## config.mk

```make
export PLATFORM = sky130hd
export DESIGN_NAME = agnus_clk_phase_gen
export DESIGN_NICKNAME = d
export VERILOG_FILES = /design/src/rtl/agnus_clk_pkg.sv /design/src/rtl/agnus_hslot_cnt.sv /design/src/rtl/agnus_clk_phase_gen.sv
export SDC_FILE = /design/constraint.sdc
export NUM_CORES = 1
export LEC_CHECK = 0
export ABC_AREA = 1
export BUFFER_PORTS_ARGS = -buffer_cell sky130_fd_sc_hd__buf_2
export CAP_MARGIN = 20
export CORE_MARGIN = 10
export CORE_UTILIZATION = 49
export CTS_CLUSTER_DIAMETER = 120
export DETAILED_ROUTE_END_ITERATION = 7
export GPL_TIMING_DRIVEN = 0
export PLACE_DENSITY = 0.75
export SETUP_SLACK_MARGIN = 0.5
export SYNTH_ARGS = -nofsm -noshare
export SYNTH_HDL_FRONTEND = slang
export SYNTH_HIERARCHICAL = 1
export SYNTH_SLANG_ARGS = --single-unit
```

## constraint.sdc

```tcl
create_clock -name C28M -period 1.57 [get_ports C28M]
set_input_delay 0.0785 -clock C28M [delete_from_list [all_inputs] [get_ports C28M]]
set_output_delay 0.0785 -clock C28M [all_outputs]
set_load 0.03 [all_outputs]
```

## src/rtl/agnus_clk_pkg.sv

```systemverilog
// Shared phase type, strobe phase constants and clock/strobe decode helpers
// for the Agnus C28M phase generator.
package agnus_clk_pkg;

  typedef logic [2:0] phase_t;

  localparam phase_t PH_RESET      = 3'd0;
  localparam phase_t PH_C7M_RISE_A = 3'd3;
  localparam phase_t PH_C7M_RISE_B = 3'd7;
  localparam phase_t PH_CCK_FALL   = 3'd3;
  localparam phase_t PH_CCK_RISE   = 3'd7;

  localparam int LINE_LEN_PAL = 227;

  typedef struct packed {
    logic c14m;
    logic c7m;
    logic cdac;
    logic cck;
    logic cckq;
  } clk_vec_t;

  typedef struct packed {
    logic c7m_rise;
    logic cck_rise;
    logic cck_fall;
  } stb_vec_t;

  // Clock levels seen while the counter holds phase k.
  function automatic clk_vec_t decode_clk(phase_t k);
    clk_vec_t v;
    v.c14m = ~k[0];
    v.c7m  = ~k[1];
    v.cdac = k[1] ^ k[0];
    v.cck  = ~k[2];
    v.cckq = k[2] ^ k[1];
    return v;
  endfunction

  // Strobes are high on the phase just before the matching clock edge.
  function automatic stb_vec_t decode_stb(phase_t k);
    stb_vec_t s;
    s.c7m_rise = (k == PH_C7M_RISE_A) || (k == PH_C7M_RISE_B);
    s.cck_rise = (k == PH_CCK_RISE);
    s.cck_fall = (k == PH_CCK_FALL);
    return s;
  endfunction

endpackage

```

## src/rtl/agnus_hslot_cnt.sv

```systemverilog
// Colour-clock slot counter: HCNT, LINE_STB and the NTSC long/short line
// flag, advanced once per CCK period by the CCK rise strobe.
module agnus_hslot_cnt
  import agnus_clk_pkg::*;
#(
  parameter int LINE_LEN   = LINE_LEN_PAL,
  parameter int HCNT_W     = 8,
  parameter int LONG_EXTRA = 1
) (
  input  logic              clk,
  input  logic              rst_n,
  input  logic              adv,
  input  logic              resync,
  input  logic              ntsc,
  output logic [HCNT_W-1:0] hcnt,
  output logic              line_stb,
  output logic              lol
);

  localparam logic [HCNT_W-1:0] LAST_SHORT = HCNT_W'(LINE_LEN - 1);
  localparam logic [HCNT_W-1:0] LAST_LONG  = HCNT_W'(LINE_LEN + LONG_EXTRA - 1);

  logic [HCNT_W-1:0] hcnt_next;
  logic              stb_next;
  logic              lol_next;
  logic              wrap;

  assign wrap = adv && (hcnt == (lol ? LAST_LONG : LAST_SHORT));

  // A resync landing on a natural wrap is absorbed by the wrap, so the line
  // still produces a single LINE_STB and LOL advances normally.
  always_comb begin
    // NOTE: every output of this block gets a default first, so no path can infer a latch.
    hcnt_next = hcnt;
    stb_next  = 1'b0;
    lol_next  = lol;
    if (wrap) begin
      hcnt_next = '0;
      stb_next  = 1'b1;
      lol_next  = ntsc ? ~lol : 1'b0;
    end else if (resync) begin
      hcnt_next = '0;
      stb_next  = 1'b1;
    end else if (adv) begin
      hcnt_next = hcnt + 1'b1;
    end
  end

  always_ff @(posedge clk) begin
    if (!rst_n) begin
      hcnt     <= '0;
      line_stb <= 1'b0;
      lol      <= 1'b0;
    end else begin
      hcnt     <= hcnt_next;
      line_stb <= stb_next;
      lol      <= lol_next;
    end
  end

endmodule

```

## src/rtl/agnus_clk_phase_gen.sv

```systemverilog
// Agnus clock phase generator: one 3-bit C28M phase counter decoded into
// registered C14M/C7M/CDAC/CCK/CCKQ, clock-enable strobes and the CCK slot
// counter. Define CLK_PHASE_SYNC_EN to add the SYNCn genlock resync input.
module agnus_clk_phase_gen
  import agnus_clk_pkg::*;
#(
  parameter int LINE_LEN   = LINE_LEN_PAL,
  parameter int HCNT_W     = 8,
  parameter int LONG_EXTRA = 1
) (
  input  logic              C28M,
  input  logic              RESETn,
  input  logic              NTSC,
`ifdef CLK_PHASE_SYNC_EN
  input  logic              SYNCn,
`endif
  output logic              C14M,
  output logic              C7M,
  output logic              CDAC,
  output logic              CCK,
  output logic              CCKQ,
  output logic [2:0]        PH,
  output logic              C7M_RISE_EN,
  output logic              CCK_RISE_EN,
  output logic              CCK_FALL_EN,
  output logic [HCNT_W-1:0] HCNT,
  output logic              LINE_STB,
  output logic              LOL
);

  phase_t   ph_q;
  phase_t   ph_next;
  clk_vec_t clk_q;
  stb_vec_t stb_q;
  logic     resync;

`ifdef CLK_PHASE_SYNC_EN
  // Two flops resolve metastability; the third holds the previous level for edge detection.
  // NOTE: the synchroniser is deliberately not reset: it only mirrors SYNCn, and forcing it high
  // would fabricate a falling edge right after reset whenever SYNCn is held low.
  logic [2:0] sync_sr;

  always_ff @(posedge C28M) begin
    sync_sr <= {sync_sr[1:0], SYNCn};
  end

  assign resync = sync_sr[2] & ~sync_sr[1];
`else
  assign resync = 1'b0;
`endif

  always_comb begin
    ph_next = ph_q + 3'd1;
    if (resync) ph_next = PH_RESET;
  end

  // Outputs decode ph_next so their registered values line up with PH.
  always_ff @(posedge C28M) begin
    // NOTE: state registers use non-blocking assignments so each flop samples pre-edge values.
    if (!RESETn) begin
      ph_q  <= PH_RESET;
      clk_q <= decode_clk(PH_RESET);
      stb_q <= '0;
    end else begin
      ph_q  <= ph_next;
      clk_q <= decode_clk(ph_next);
      stb_q <= decode_stb(ph_next);
    end
  end

  agnus_hslot_cnt #(
    .LINE_LEN   (LINE_LEN),
    .HCNT_W     (HCNT_W),
    .LONG_EXTRA (LONG_EXTRA)
  ) u_hslot (
    .clk      (C28M),
    .rst_n    (RESETn),
    .adv      (stb_q.cck_rise),
    .resync   (resync),
    .ntsc     (NTSC),
    .hcnt     (HCNT),
    .line_stb (LINE_STB),
    .lol      (LOL)
  );

  assign PH          = ph_q;
  assign C14M        = clk_q.c14m;
  assign C7M         = clk_q.c7m;
  assign CDAC        = clk_q.cdac;
  assign CCK         = clk_q.cck;
  assign CCKQ        = clk_q.cckq;
  assign C7M_RISE_EN = stb_q.c7m_rise;
  assign CCK_RISE_EN = stb_q.cck_rise;
  assign CCK_FALL_EN = stb_q.cck_fall;

endmodule
```

# After elaboration in Yosys (flattened, before gate mapping)
# Index checks and enable logic that the tools add are counted.
dict set report totals {
  ff_bits 21
  inputBits 3
  output_inout_bits 21
  word_cells 30
}
dict set report op_classes {
  n_addsub 2
  n_eq_ne 3
  n_mux 3
  n_bitwise 7
  n_reduce_logical 3
}
# op count
set ops {}
lappend ops {{8-bit by 1-bit adder with 8-bit output, second input constant} 1}
lappend ops {{8-bit == test} 1}
lappend ops {{1-bit inverter} 5}
lappend ops {{3-bit by 1-bit adder with 3-bit output, second input constant} 1}
lappend ops {{3-bit by 2-bit == test with 1-bit output, second input constant} 1}
lappend ops {{3-bit == test, second input constant} 1}
lappend ops {{1-bit 2-to-1 mux} 3}
lappend ops {{2-bit OR reduction} 1}
lappend ops {{1-bit bitwise XOR} 2}
lappend ops {{1-bit logical AND} 1}
lappend ops {{1-bit logical OR} 1}

# Depth between registers and ports, before layout
dict set report logic_depth {
  depth_word 4
  ltp_mapped 7
  mapped_depth_nobuf 7
}

# Modules after synthesis
# Netlist, hierarchy kept.
# mod instances cells_each area_per_inst_um2 seq_area_each_um2
set modules_own_cells {}
lappend modules_own_cells {agnus_hslot_cnt 1 71 501.7 200.2}
lappend modules_own_cells {agnus_clk_phase_gen 1 43 389.1 220.2}

# Worst setup path before layout
# Ideal clock, no wire load.
dict set report synth_timing {
  path_type {reg2reg}
  start {register ph_q[0], in the netlist PH[0]}
  end {register clk_q, in the netlist CCKQ}
  setup_ns 0.115
  arrival_ns 1.281
  required_ns 1.455
  slack_ns 0.173
  stages_incl_launch_ff 7
  path_buffers 0
  period_less_slack_ns 1.397
  cell_sequence {dfxtp_1 inv_1 ha_1 inv_1 nand3_1 nand2_1 nor2_1}
}
dict set report synth_between {
  elab_chain_cells 2
}
# item line
set synth_lines {}
lappend synth_lines {{from (decl)} agnus_clk_phase_gen.sv:31} ;# phase_t ph_q;
lappend synth_lines {{from (signal assigned)} agnus_clk_phase_gen.sv:65} ;# ph_q <= ph_next;
lappend synth_lines {{3-bit by 1-bit adder with 3-bit output} agnus_clk_phase_gen.sv:53} ;# ph_next = ph_q + 3'd1;
lappend synth_lines {{1-bit bitwise XOR} agnus_clk_pkg.sv:36} ;# v.cckq = k[2] ^ k[1];
lappend synth_lines {{to (signal assigned)} agnus_clk_phase_gen.sv:62} ;# clk_q <= decode_clk(PH_RESET);
lappend synth_lines {{to (signal assigned)} agnus_clk_phase_gen.sv:66} ;# clk_q <= decode_clk(ph_next);
lappend synth_lines {{to (decl)} agnus_clk_phase_gen.sv:33} ;# clk_vec_t clk_q;
# Every way passes these cells.
# A chain may end at the register's enable or synchronous reset.

# Worst setup path in the final report
# Same ends and word-level chain as after synthesis.

==> flow_summary.ini <==
[status]
status = finished clean

[layout]
stdcell_count = 171
drive_above_1_share_pct = 47.3
seqCellArea_um2 = 453
mostFrequentLayoutCells = nand2_1 (23), buf_2 (23), inv_1 (16), nor2_1 (14), dfxtp_1 (9)
multiInputGateArea_um2 = 478
fillers = 148
syn2layout_area_growth_pct = 38.3
layout.nets = 154
post-route-util_pct = 71.4
antenna_cells = 0

[sta]
period_needed_ns = 1.08
rsz0062_at_grt = true
skew_ns = 0.00768
setup_viol = 0
hold_viol = 0
layout_worst_path_cycle_share_pct = 68.5
fmax_mhz = 929
slew_violations = 0
tns_ns = 0

[logic_synthesis]
ys_types = 20
synth_compound_area_share_pct = 1.83
synth_area_um2 = 891
synth_nets = 121
yosys.area_share.adder_pct = 5.62
ys_ff_latch = 21
synth_top_cell_area_share_pct = 47.2
ys_seq_area_share_pct = 47.2
yosysTopAreaCell = dfxtp_1
synth_mux_area_share_pct = 1.12
syn-mean-instance-area_um2 = 7.81
synth_top_family_by_area = simple AND/OR/NAND/NOR gates
synth.area.top_cells = dfxtp_1 (47%), nand2_1 (11%), inv_1 (8.4%), nor2_1 (6.7%), ha_1 (5.6%)
syn_inst = 114
ys_warn_count = 6
synth_simple_gate_area_share_pct = 30.6
synthXorXnorAreaFrac_pct = 3.93

[routing]
drt_iter0_markers = 15
drc = 0
via_per_inst = 4.44
drtPass1Iterations = 2
ant_nets = 0
avgRoutedWirePerCell_um = 11.1
vias = 759
drt-total-wl_mm = 1.90

[clock_tree]
cts_buffers = 3
clock-sinks = 21
worst_skew_pair.late_latency_ns = 0.30
cts-htree-levels = 1
cts_tree = built
path_clk_slew_ns = 0.12
cts_root_buf = clkbuf_4
cts_buffer_depth = 2

[placement]
place_inst = 162
port-buffer-count = 23
place_hpwl_mm = 1.35
gp_congestion = 0.773

[die]
die_x_um = 62.6
start_util_pct = 51.6
die_h_um = 62.6
fp-row-count = 15
io_pins = 24
die_area_mm2 = 0.00392
core-area_mm2 = 0.00173

[global_route]
top_usage_layer = met2
use_met3_pct = 4.30
antenna_found_initial = 0
grt_first_pass_wirelength_mm = 2.93
grt_max_degree = 13
grt_util_all_layers_pct = 9.10
grtUsageMet2_pct = 16.5
grt-ovfl-total = 0
grtUsageMet1_pct = 8.06
grt_pass1_vias = 719

[critical_path]
crit_path_start_kind = flip-flop
crit_type = flip-flop to flip-flop
setup.worst_path.end_class = flip-flop
cp.required_ns = 1.81
cp_top_family = flip-flops
path_max_fanout = 5
critPathBufInv = 2
crit_arrival_ns = 1.31
cp_common_cell = inv_4
crit_chain = inv_4 > ha_4 > inv_4 > nand3_2 > nand2_1 > nor2_1
crit_path_top_delay_cell = dfxtp_4
cpPeakStageDelay_ns = 0.42

[run]
cap_violations = 0

[hold_path]
min_path_type = primary input to flip-flop

[power]
p_leak_uw = 0.000594
ir_worst_vdd_uv = 603
cellPowerDensity_mw_per_mm2 = 792
==> routing by layer <==
layer	up-vias	part of all wire (%)
met3	2	5.9
li1	404	-
met1	342	40
met2	11	54
met5	-	0
met4	0	0.53
==> cells in the mapped netlist <==
| cell type | instances |
|---|---|
| ha_1 | 4 |
| nand2_2 | 1 |
| nand2_1 | 27 |
| nand3_1 | 5 |
| xnor2_1 | 1 |
| mux2i_1 | 1 |
| inv_2 | 2 |
| o21ai_2 | 1 |
| nand3b_1 | 1 |
| dfxtp_1 | 21 |
| conb_1 | 1 |
| nor2_2 | 2 |
| a21boi_0 | 1 |
| nor2_1 | 16 |
| nand4_1 | 2 |
| nor3_1 | 1 |
| xor2_1 | 3 |
| inv_1 | 20 |
| nor2_4 | 2 |
| nand3_2 | 2 |
==> per-stage QoR <==
stage	instance area [um2]	setup WS (ns)	total power (uW)	hold slack [ns]
CTS	1140	0.498	982	0.0647
global placement	1090	0.494	721	0.375
finish	1230	0.494	976	0.0788
global route	1230	0.459	1030	0.0621
detailed placement	1090	0.475	723	0.381
floorplan	945	0.477	682	0.172
==> sequential cells by signal, summed over array words and instances (netlist names) <==
register,cells
CCK,1
CCK_RISE_EN,1
CCKQ,1
C7M,1
PH,3
CCK_FALL_EN,1
C7M_RISE_EN,1
u_hslot/hcnt,8
u_hslot/lol,1
C14M,1
u_hslot/line_stb,1
CDAC,1
==> where the power goes <==
part	total, uW	internal [uW]	switching, uW
registers	564	548	16.1
logic	160	52.4	108
clock network	252	94.7	157
==> kinds of logic (layout without fill, tap and decap cells) <==
family | Yosys count | count (layout)
xor gates and xnor gates | 4 | 4
muxes | 1 | 1
buffers and inverters | 22 | 54
adders and majority gates | 4 | 4
other | 1 | 1
and+or+nand+nor | 59 | 59
AOI/OAI and AO/OA | 2 | 2
DFF | 21 | 21
==> worst register-to-register path: cells and delay by family, from the launching register on <==
| family | cells | cell delay, ns |
|---|---|---|
| adders and majority gates | 1 | 0.28 |
| buffers and inverters | 2 | 0.09 |
| DFF | 1 | 0.42 |
| and+or+nand+nor | 3 | 0.23 |
==> layout make-up <==
class                           instances  share of cell area [%]
Clock inverter                          1                   0.406
Timing Repair Buffer                   28                    12.4
Tap cell                               25                    2.54
Inverter                               22                    7.31
Sequential cell                        21                    36.8
Multi-Input combinational cell         71                    38.8
Clock buffer                            3                    1.83
==> worst paths after layout <==
kind,end,slack [ns],cells after the start,startpoint
worst min-delay path,C7M_RISE_EN,0.08,3,RESETn
worst min register to register,u_hslot/hcnt[4],0.54,2,u_hslot/hcnt[4]
worst max register to register,CCKQ,0.49,6,PH[0]
worst max-delay path,CCKQ,0.49,6,PH[0]
==> what timing repair did <==
action	in CTS	in global routing
setup endpoints to repair	9	14
hold buffers	0	0
pin swaps	0	10
resized for setup	3	20
buffers inserted	1	4
Note: power is estimated with default switching activity, not from simulation.
